<file path="config.mk">
export PLATFORM = sky130hd
export DESIGN_NAME = day_11_down_counter_with_load
export DESIGN_NICKNAME = d
export VERILOG_FILES = /design/src/rtl/day_11_down_counter_with_load.sv
export SDC_FILE = /design/constraint.sdc
export NUM_CORES = 1
export LEC_CHECK = 0
export ABC_AREA = 0
export BUFFER_PORTS_ARGS = -buffer_cell sky130_fd_sc_hd__buf_2
export CORE_UTILIZATION = 45
export CTS_BUF_LIST = sky130_fd_sc_hd__clkbuf_2 sky130_fd_sc_hd__clkbuf_4 sky130_fd_sc_hd__clkbuf_8
export CTS_CLUSTER_DIAMETER = 100
export DETAILED_ROUTE_END_ITERATION = 12
export PLACE_DENSITY = 0.76
export SYNTH_ARGS = -nofsm -noshare
export SYNTH_HDL_FRONTEND = slang
export SYNTH_SLANG_ARGS = --single-unit
</file>
<file path="constraint.sdc">
create_clock -name clk -period 1.6 [get_ports clk]
set_input_delay 0.08 -clock clk [delete_from_list [all_inputs] [get_ports clk]]
set_output_delay 0.08 -clock clk [all_outputs]
set_load 0.02 [all_outputs]
</file>
<file path="src/rtl/day_11_down_counter_with_load.sv">
// Loadable down-counter / interval timer.
// Counts a loaded value down to zero and pulses tc_o for one cycle on the
// terminal event. It has start/pause control and optional auto-reload.
// A RUN state always holds a non-zero count, so the count never wraps below zero.
module day_11_down_counter_with_load #(
    parameter int WIDTH       = 4,
    parameter bit AUTO_RELOAD = 1'b0
) (
    input  logic             clk,
    input  logic             reset,
    input  logic             load,
    input  logic [WIDTH-1:0] load_val_i,
    input  logic             start_i,
    input  logic             pause_i,
    output logic [WIDTH-1:0] count_o,
    output logic             busy_o,
    output logic             tc_o,
    output logic             done_o
);

    typedef enum logic [1:0] {
        S_IDLE = 2'd0,
        S_RUN  = 2'd1,
        S_DONE = 2'd2
    } state_t;

    state_t           state_q, state_d;
    logic [WIDTH-1:0] count_q, count_d;
    logic [WIDTH-1:0] reload_q, reload_d;
    logic             tc_q, tc_d;

    // Next-state logic. Load overrides everything, and the FSM decides the rest.
    always_comb begin
        state_d  = state_q;
        count_d  = count_q;
        reload_d = reload_q;
        tc_d     = 1'b0;
        if (load) begin
            count_d  = load_val_i;
            reload_d = load_val_i;
            state_d  = S_IDLE;
        end else begin
            case (state_q)
                S_IDLE: begin
                    // A zero count has nothing to time, so start is ignored.
                    if (start_i && count_q != '0) state_d = S_RUN;
                end
                S_RUN: begin
                    // start_i is ignored here. Pause just freezes the count.
                    if (!pause_i && count_q != '0) begin
                        if (count_q == WIDTH'(1)) begin
                            tc_d = 1'b1;
                            if (AUTO_RELOAD) begin
                                count_d = reload_q;
                            end else begin
                                count_d = '0;
                                state_d = S_DONE;
                            end
                        end else begin
                            count_d = count_q - WIDTH'(1);
                        end
                    end
                end
                S_DONE: begin
                    if (start_i && reload_q != '0) begin
                        count_d = reload_q;
                        state_d = S_RUN;
                    end
                end
                default: begin
                    state_d = S_IDLE;
                end
            endcase
        end
    end

    // State registers with synchronous active-high reset.
    always_ff @(posedge clk) begin
        if (reset) begin
            state_q  <= S_IDLE;
            count_q  <= '0;
            reload_q <= '0;
            tc_q     <= 1'b0;
        end else begin
            state_q  <= state_d;
            count_q  <= count_d;
            reload_q <= reload_d;
            tc_q     <= tc_d;
        end
    end

    assign count_o = count_q;
    assign busy_o  = (state_q == S_RUN);
    assign tc_o    = tc_q;
    assign done_o  = (state_q == S_DONE) && (AUTO_RELOAD == 1'b0);

endmodule
</file>
==> metrics.log, run 1 <==
INFO  metric run_status = finished clean
INFO  metric syn-mean-instance-area = 9.27 sq um
INFO  metric setup_viol = 0
INFO  metric die-width = 40.2 um
INFO  metric min_from = load_val_i[3]
INFO  metric worstSetupEndpointType = register
INFO  metric core.rowCount = 13
INFO  metric crit_slowest_cell = sky130_fd_sc_hd__or3b_4
INFO  metric sum_of_overflow_across_all_layers_after_global_routing = 0
INFO  metric timing_max_transition_violations_final = 0
INFO  metric final_layout_size_suffix_gt1_frac = 0.463
INFO  metric antenna_found_initial = 0
INFO  metric drt-vias-per-instance = 6.03
INFO  metric timing.max_cap.violations = 0
INFO  metric placement.io_buffers = 15
INFO  metric syn-num-nets = 82
INFO  metric slew_headroom = 0.705
INFO  metric grt_max_degree = 14
INFO  metric number_of_instances_in_the_placed_design = 105
INFO  metric share_seq_of_total_power = 0.431
INFO  metric critical_path_arrival = 1.75 ns
INFO  metric finish.instance_area = 877 sq um
INFO  metric crit_family = simple AND/OR/NAND/NOR gates
INFO  metric number_of_global_route_vias_before_repair = 561
INFO  metric detail_route.wl_per_cell = 14.7 um
INFO  metric reg2reg_from = count_o[0]$_SDFFE_PP0P_
INFO  metric area.growth.synth_to_final = 33.3%
INFO  metric synth.yosys.warnings = 0
INFO  metric ant_nets = 0
INFO  metric fin_hold_ws = 0.0874 ns
INFO  metric crit_path_max_incr_delay = 0.41 ns
INFO  metric clockBufferDepth = 2
INFO  metric cp.required = 1.80 ns
INFO  metric postPlaceCellArea = 786 sq um
INFO  metric fp.coreArea = 1330 sq um
INFO  metric cts_made_buffers = 3
INFO  metric worst_hold_path_type = input port to register
INFO  metric worstMarginPinSlew = 0.437 ns
INFO  metric worstSkewPairLatency = 0.26 ns
INFO  metric path_class = register to register
INFO  metric timing.critical_path.buf_inv = 2
INFO  metric dr.pass1.iters = 4
INFO  metric die_h = 40.2 um
INFO  metric critical_path.cell_chain = inv_2 -> ha_4 -> or3b_4 -> a21oi_4 -> buf_6 -> nand3_1 -> a21oi_2
INFO  metric gpl.final_weighted_congestion = 0.874
INFO  metric timing.critical_path.from = count_o[0]$_SDFFE_PP0P_
INFO  metric crit_path_start_kind = register
INFO  metric power.net_switching = 211 uW
INFO  metric clock-sinks = 11
INFO  metric ys_seq_area_frac = 0.335
INFO  metric final_nets = 107
INFO  metric syn_area = 658 sq um
INFO  metric drcViolationCount = 0
INFO  metric register_bit_count_reported_by_yosys = 11
INFO  metric cts.root.buffer_cell = sky130_fd_sc_hd__clkbuf_4
INFO  metric worstPathMaxFanout = 4
INFO  metric finalWorstPathRequiredPeriod = 1.55 ns
INFO  metric n_fill_cell = 115
INFO  metric grt_usage = 0.227
INFO  metric achievable_frequency = 644 MHz
INFO  metric overall_routed_net_length = 1620 um
INFO  metric drc_marker_count_from_the_first_detailed_route_iteration = 25
INFO  metric timing.clock.skew = 0.00972 ns
INFO  metric starting_density = 0.493
INFO  metric intPower = 503 uW
INFO  metric grt_first_pass_wirelength = 2320 um
INFO  metric ios = 16
INFO  metric num_vias = 663
INFO  metric swShare = 0.296
INFO  metric ir_worst_vdd = 662 uV
INFO  metric powerDensity = 814 nW/um^2
INFO  metric antenna_cells = 0
INFO  metric total_leakage_power = 0.000373 uW
INFO  metric timing.final.hold_violations = 0
INFO  metric dpl.hpwl = 1190 um
INFO  metric cts_tree = done
INFO  metric die_area = 1620 sq um
INFO  metric layout_worst_path_cycle_share = 0.971
INFO  metric holdBufCountCts = 0
INFO  metric clk_transition_reported_paths = 0.08 ns
INFO  metric combinationalPowerShare = 0.283
INFO  metric yosysUniqueCellTypes = 34
INFO  metric pwr-share-clk = 0.285
INFO  metric final-instance-count-excl-fill = 110
INFO  metric gate_count_after_technology_mapping = 71
INFO  metric htreeDepth = 1
worst paths after layout:
| path | to | slack [ns] | cells past startpoint |
|---|---|---|---|
| min | reload_q[3]$_SDFFE_PP0P_ | 0.09 | 3 |
| min reg2reg | count_o[1]$_SDFFE_PP0P_ | 0.54 | 2 |
| max | count_o[0]$_SDFFE_PP0P_ | 0.05 | 7 |
| max reg2reg | count_o[0]$_SDFFE_PP0P_ | 0.05 | 7 |
cells in the final DEF, fill, tap and decap left out, types with 3 or more instances in the layout:
cell type	instances
sky130_fd_sc_hd__buf_2	15
sky130_fd_sc_hd__buf_4	6
sky130_fd_sc_hd__clkbuf_4	4
sky130_fd_sc_hd__dfxtp_1	9
sky130_fd_sc_hd__inv_2	3
sky130_fd_sc_hd__mux2i_1	4
sky130_fd_sc_hd__nand2_1	3
sky130_fd_sc_hd__nor2_1	8
sky130_fd_sc_hd__nor3_1	3
sky130_fd_sc_hd__nor3b_2	3
flip-flops by register name (all words and copies together) (netlist names):
signal    count
reload_q      4
count_o       4
tc_o          1
state_q       2
metal layers:
metal  vias to the layer above  part of all wire  track usage
met5                         -                 0            0
li1                        318                 -            -
met3                         4             0.049       0.0500
met2                        26              0.45        0.347
met4                         0             0.024        0.125
met1                       315              0.48        0.294
worst min-delay path, cell delays in order:
cell	delay, ns
sky130_fd_sc_hd__buf_2	0.09
sky130_fd_sc_hd__mux2i_1	0.06
sky130_fd_sc_hd__nor2_1	0.08
kinds of logic (layout without fill, tap and decap cells):
kind of cell	count (synthesis)	count (layout)	share of synthesized area
AND/OR/NAND/NOR	27	27	0.240
AO/OA/AOI/OAI	18	18	0.247
flip-flops	11	11	0.335
buffers and inverters	7	31	0.0532
multiplexers	4	4	0.0608
adder cells (fa/ha/maj)	2	2	0.0380
XOR/XNOR	2	2	0.0266
cell type report:
cell class | count | area [sq um] | area share
inverters | 5 | 18.8 | 0.0214
repair buffers | 22 | 131 | 0.150
flip-flops and latches | 11 | 223 | 0.254
well taps | 15 | 18.8 | 0.0214
multi-input cells | 53 | 455 | 0.519
clock buffers | 4 | 30.0 | 0.0342
timing repair:
action / 4_1_cts / 5_1_grt
endpoints found under the hold margin: 0 / 0
gates resized for setup: 0 / 11
setup endpoints to repair: 1 / 7
setup buffers: 1 / 0
pin swaps: 1 / 1
cells in the mapped netlist, drive strengths merged:
cell type  number  area (sq um)
dfxtp          11           220
nor2            8          30.0
inv             5          18.8
mux2i           4          40.0
nor3b           4          35.0
a21oi           3          26.3
nand2           3          11.3
nor3            3          15.0
a211oi          2          15.0
a221oi          2          23.8
buf             2          16.3
ha              2          25.0
nand2b          2          15.0
nand3           2          10.0
nand3b          2          15.0
o221ai          2          17.5
o311ai          2          17.5
o41ai           2          17.5
a21o            1          8.76
a22oi           1          7.51
a311oi          1          8.76
nand4b          1          8.76
nor2b           1          6.26
o22a            1          8.76
o41a            1          11.3
or3b            1          11.3
xnor2           1          8.76
xor2            1          8.76
through the flow:
step | utilization | TNS (ns) | worst slack (ns) | total power [uW]
final | 0.658 | 0 | 0.0472 | 714
after floorplan | - | 0 | 0.0168 | 427
after CTS | 0.617 | 0 | 0.0145 | 697
after global routing | 0.658 | -0.00727 | -0.00727 | 758
after global placement | 0.589 | -0.00620 | -0.00620 | 488
after detailed placement | 0.589 | -0.0251 | -0.0251 | 490
power groups by stage:
stage | logic, uW | registers (uW) | clock network (uW)
floorplan | 101 | 326 | 0
global placement | 176 | 312 | 0
detailed placement | 177 | 313 | 0
CTS | 182 | 307 | 209
global route | 219 | 310 | 229
finish | 202 | 308 | 204
Power figures use the tool's default switching activity.
==> inputs of run 2 (changes only) <==
--- a/config.mk
+++ b/config.mk
@@ -10,8 +10,10 @@
 export CORE_UTILIZATION = 45
 export CTS_BUF_LIST = sky130_fd_sc_hd__clkbuf_2 sky130_fd_sc_hd__clkbuf_4 sky130_fd_sc_hd__clkbuf_8
 export CTS_CLUSTER_DIAMETER = 100
+export CTS_CLUSTER_SIZE = 12
 export DETAILED_ROUTE_END_ITERATION = 12
-export PLACE_DENSITY = 0.76
+export PLACE_DENSITY = 0.73
+export SLEW_MARGIN = 0
 export SYNTH_ARGS = -nofsm -noshare
 export SYNTH_HDL_FRONTEND = slang
 export SYNTH_SLANG_ARGS = --single-unit
==> constraint.sdc (replaced) <==
create_clock -name clk -period 1.9 [get_ports clk]
set_input_delay 0.095 -clock clk [delete_from_list [all_inputs] [get_ports clk]]
set_output_delay 0.095 -clock clk [all_outputs]
set_load 0.02 [all_outputs]
==> run 2 against run 1 <==
Against the previous run:
- design area decreased by 13%
- wire length decreased by 8.5%
- via count decreased by 11%
- flip-flop and latch count unchanged
- sequential power decreased by 15%
- power decreased by 20%
- hold slack got worse by 0.010 ns
- non-clock buffer count decreased by 7
- clock power decreased by 13%
==> metrics.log, run 2 (synthesis gave the netlist of run 1 again) <==
INFO  metric overall_routed_net_length = 1480 um
INFO  metric gpl.final_weighted_congestion = 0.829
INFO  metric holdBufCountCts = 0
INFO  metric crit_family = compound AO/OA/AOI/OAI gates
INFO  metric rsz0062_at_grt = no
INFO  metric run_status = finished clean
INFO  metric post_cts.repair.setup_buffers = 0
INFO  metric grt_max_degree = 14
INFO  metric fin_setup_tns = 0 ns
INFO  metric most_frequent_cells_in_the_layout = sky130_fd_sc_hd__buf_2 (15), sky130_fd_sc_hd__dfxtp_1 (11), sky130_fd_sc_hd__nor2_1 (8)
INFO  metric timing.clock.skew = 0.00159 ns
INFO  metric final_layout_size_suffix_gt1_frac = 0.295
INFO  metric num_vias = 590
INFO  metric number_of_instances_in_the_placed_design = 99
INFO  metric die-width = 40.2 um
INFO  metric powerDensity = 742 nW/um^2
INFO  metric path_class = register to register
INFO  metric drc_marker_count_from_the_first_detailed_route_iteration = 28
INFO  metric htreeDepth = 1
INFO  metric final_nets = 100
INFO  metric die_h = 40.2 um
INFO  metric total_leakage_power = 0.000324 uW
INFO  metric number_of_global_route_vias_before_repair = 549
INFO  metric antenna_found_initial = 0
INFO  metric cts.root.buffer_cell = sky130_fd_sc_hd__clkbuf_4
INFO  metric layout_commonest_cell = sky130_fd_sc_hd__buf_2
INFO  metric worstMarginPinSlew = 0.373 ns
INFO  metric placement.io_buffers = 15
INFO  metric dr.pass1.iters = 4
INFO  metric drt-vias-per-instance = 5.73
INFO  metric clockBufferDepth = 2
INFO  metric area.growth.synth_to_final = 16.3%
INFO  metric setup_viol = 0
INFO  metric worstPathMaxFanout = 5
INFO  metric worstSkewPairLatency = 0.27 ns
INFO  metric sum_of_overflow_across_all_layers_after_global_routing = 0
INFO  metric ios = 16
INFO  metric n_fill_cell = 134
INFO  metric starting_density = 0.493
INFO  metric timing.critical_path.buf_inv = 1
INFO  metric clk_transition_reported_paths = 0.07 ns
INFO  metric timing_max_transition_violations_final = 0
INFO  metric critical_path.cell_chain = inv_1 -> ha_1 -> or3b_4 -> a21oi_4 -> a221oi_2 -> a311oi_1
INFO  metric dpl.hpwl = 1080 um
INFO  metric achievable_frequency = 593 MHz
INFO  metric cts_tree = done
INFO  metric final-instance-count-excl-fill = 103
INFO  metric critical_path_arrival = 1.87 ns
INFO  metric worst_hold_path_type = input port to register
INFO  metric antenna_cells = 0
INFO  metric worstSetupEndpointType = register
INFO  metric post_cts.resized_instances = 0
INFO  metric ant_nets = 0
INFO  metric timing.max_cap.violations = 0
INFO  metric layout_worst_path_cycle_share = 0.887
INFO  metric grt_first_pass_wirelength = 2330 um
INFO  metric drcViolationCount = 0
INFO  metric clock-sinks = 11
INFO  metric detail_route.wl_per_cell = 14.4 um
INFO  metric ir_worst_vdd = 387 uV
INFO  metric cp.required = 2.08 ns
INFO  metric slew_headroom = 0.748
INFO  metric cts_made_buffers = 3
INFO  metric fp.coreArea = 1330 sq um
INFO  metric crit_path_max_incr_delay = 0.43 ns
INFO  metric core.rowCount = 13
INFO  metric crit_slowest_cell = sky130_fd_sc_hd__or3b_4
INFO  metric crit_path_start_kind = register
INFO  metric timing.final.hold_violations = 0
INFO  metric finalWorstPathRequiredPeriod = 1.69 ns
INFO  metric grt_usage = 0.225
INFO  metric die_area = 1620 sq um
-- run 2: cell type report --
| type | instances | area (sq um) | share of cell area |
|---|---|---|---|
| multi-input cells | 53 | 403 | 0.526 |
| flip-flops and latches | 11 | 220 | 0.288 |
| repair buffers | 15 | 75.1 | 0.0980 |
| clock buffers | 4 | 30.0 | 0.0392 |
| inverters | 5 | 18.8 | 0.0245 |
| well taps | 15 | 18.8 | 0.0245 |
-- run 2: report_power, final --
part           switching (uW)  internal [uW]
logic                    69.3           58.8
clock network            82.1           95.6
registers                17.8            245
total                     169            399
-- run 2: worst min-delay path: stages --
cell	delay [ns]
sky130_fd_sc_hd__buf_2	0.09
sky130_fd_sc_hd__mux2i_1	0.06
sky130_fd_sc_hd__nor2_1	0.07
-- run 2: path summary, 6_finish.rpt --
check                                              from                       end  slack (ns)  cells past startpoint
worst max-delay path            count_o[1]$_SDFFE_PP0P_   count_o[1]$_SDFFE_PP0P_        0.21                      6
worst min-delay path                      load_val_i[2]  reload_q[2]$_SDFFE_PP0P_        0.08                      3
worst max register to register  count_o[1]$_SDFFE_PP0P_   count_o[1]$_SDFFE_PP0P_        0.21                      6
worst min register to register  count_o[0]$_SDFFE_PP0P_   count_o[0]$_SDFFE_PP0P_        0.54                      2
-- run 2: layer usage --
metal	up-vias	wire length (um)	track usage
met1	266	727	0.274
met5	-	0	0
met3	0	62	0.0833
met2	17	692	0.375
li1	307	-	-
met4	0	0	0.0500
-- run 2: through the flow --
| stage | total power (uW) | cell area [sq um] | hold WS [ns] | utilization | setup WS, ns |
|---|---|---|---|---|---|
| after global placement | 393 | 736 | 0.353 | 0.552 | 0.250 |
| final | 568 | 766 | 0.0770 | 0.574 | 0.214 |
| after detailed placement | 394 | 736 | 0.360 | 0.552 | 0.233 |
| after global routing | 599 | 766 | 0.0854 | 0.574 | 0.0968 |
| after CTS | 573 | 766 | 0.0775 | 0.574 | 0.215 |
| after floorplan | 358 | 658 | 0.197 | - | 0.284 |
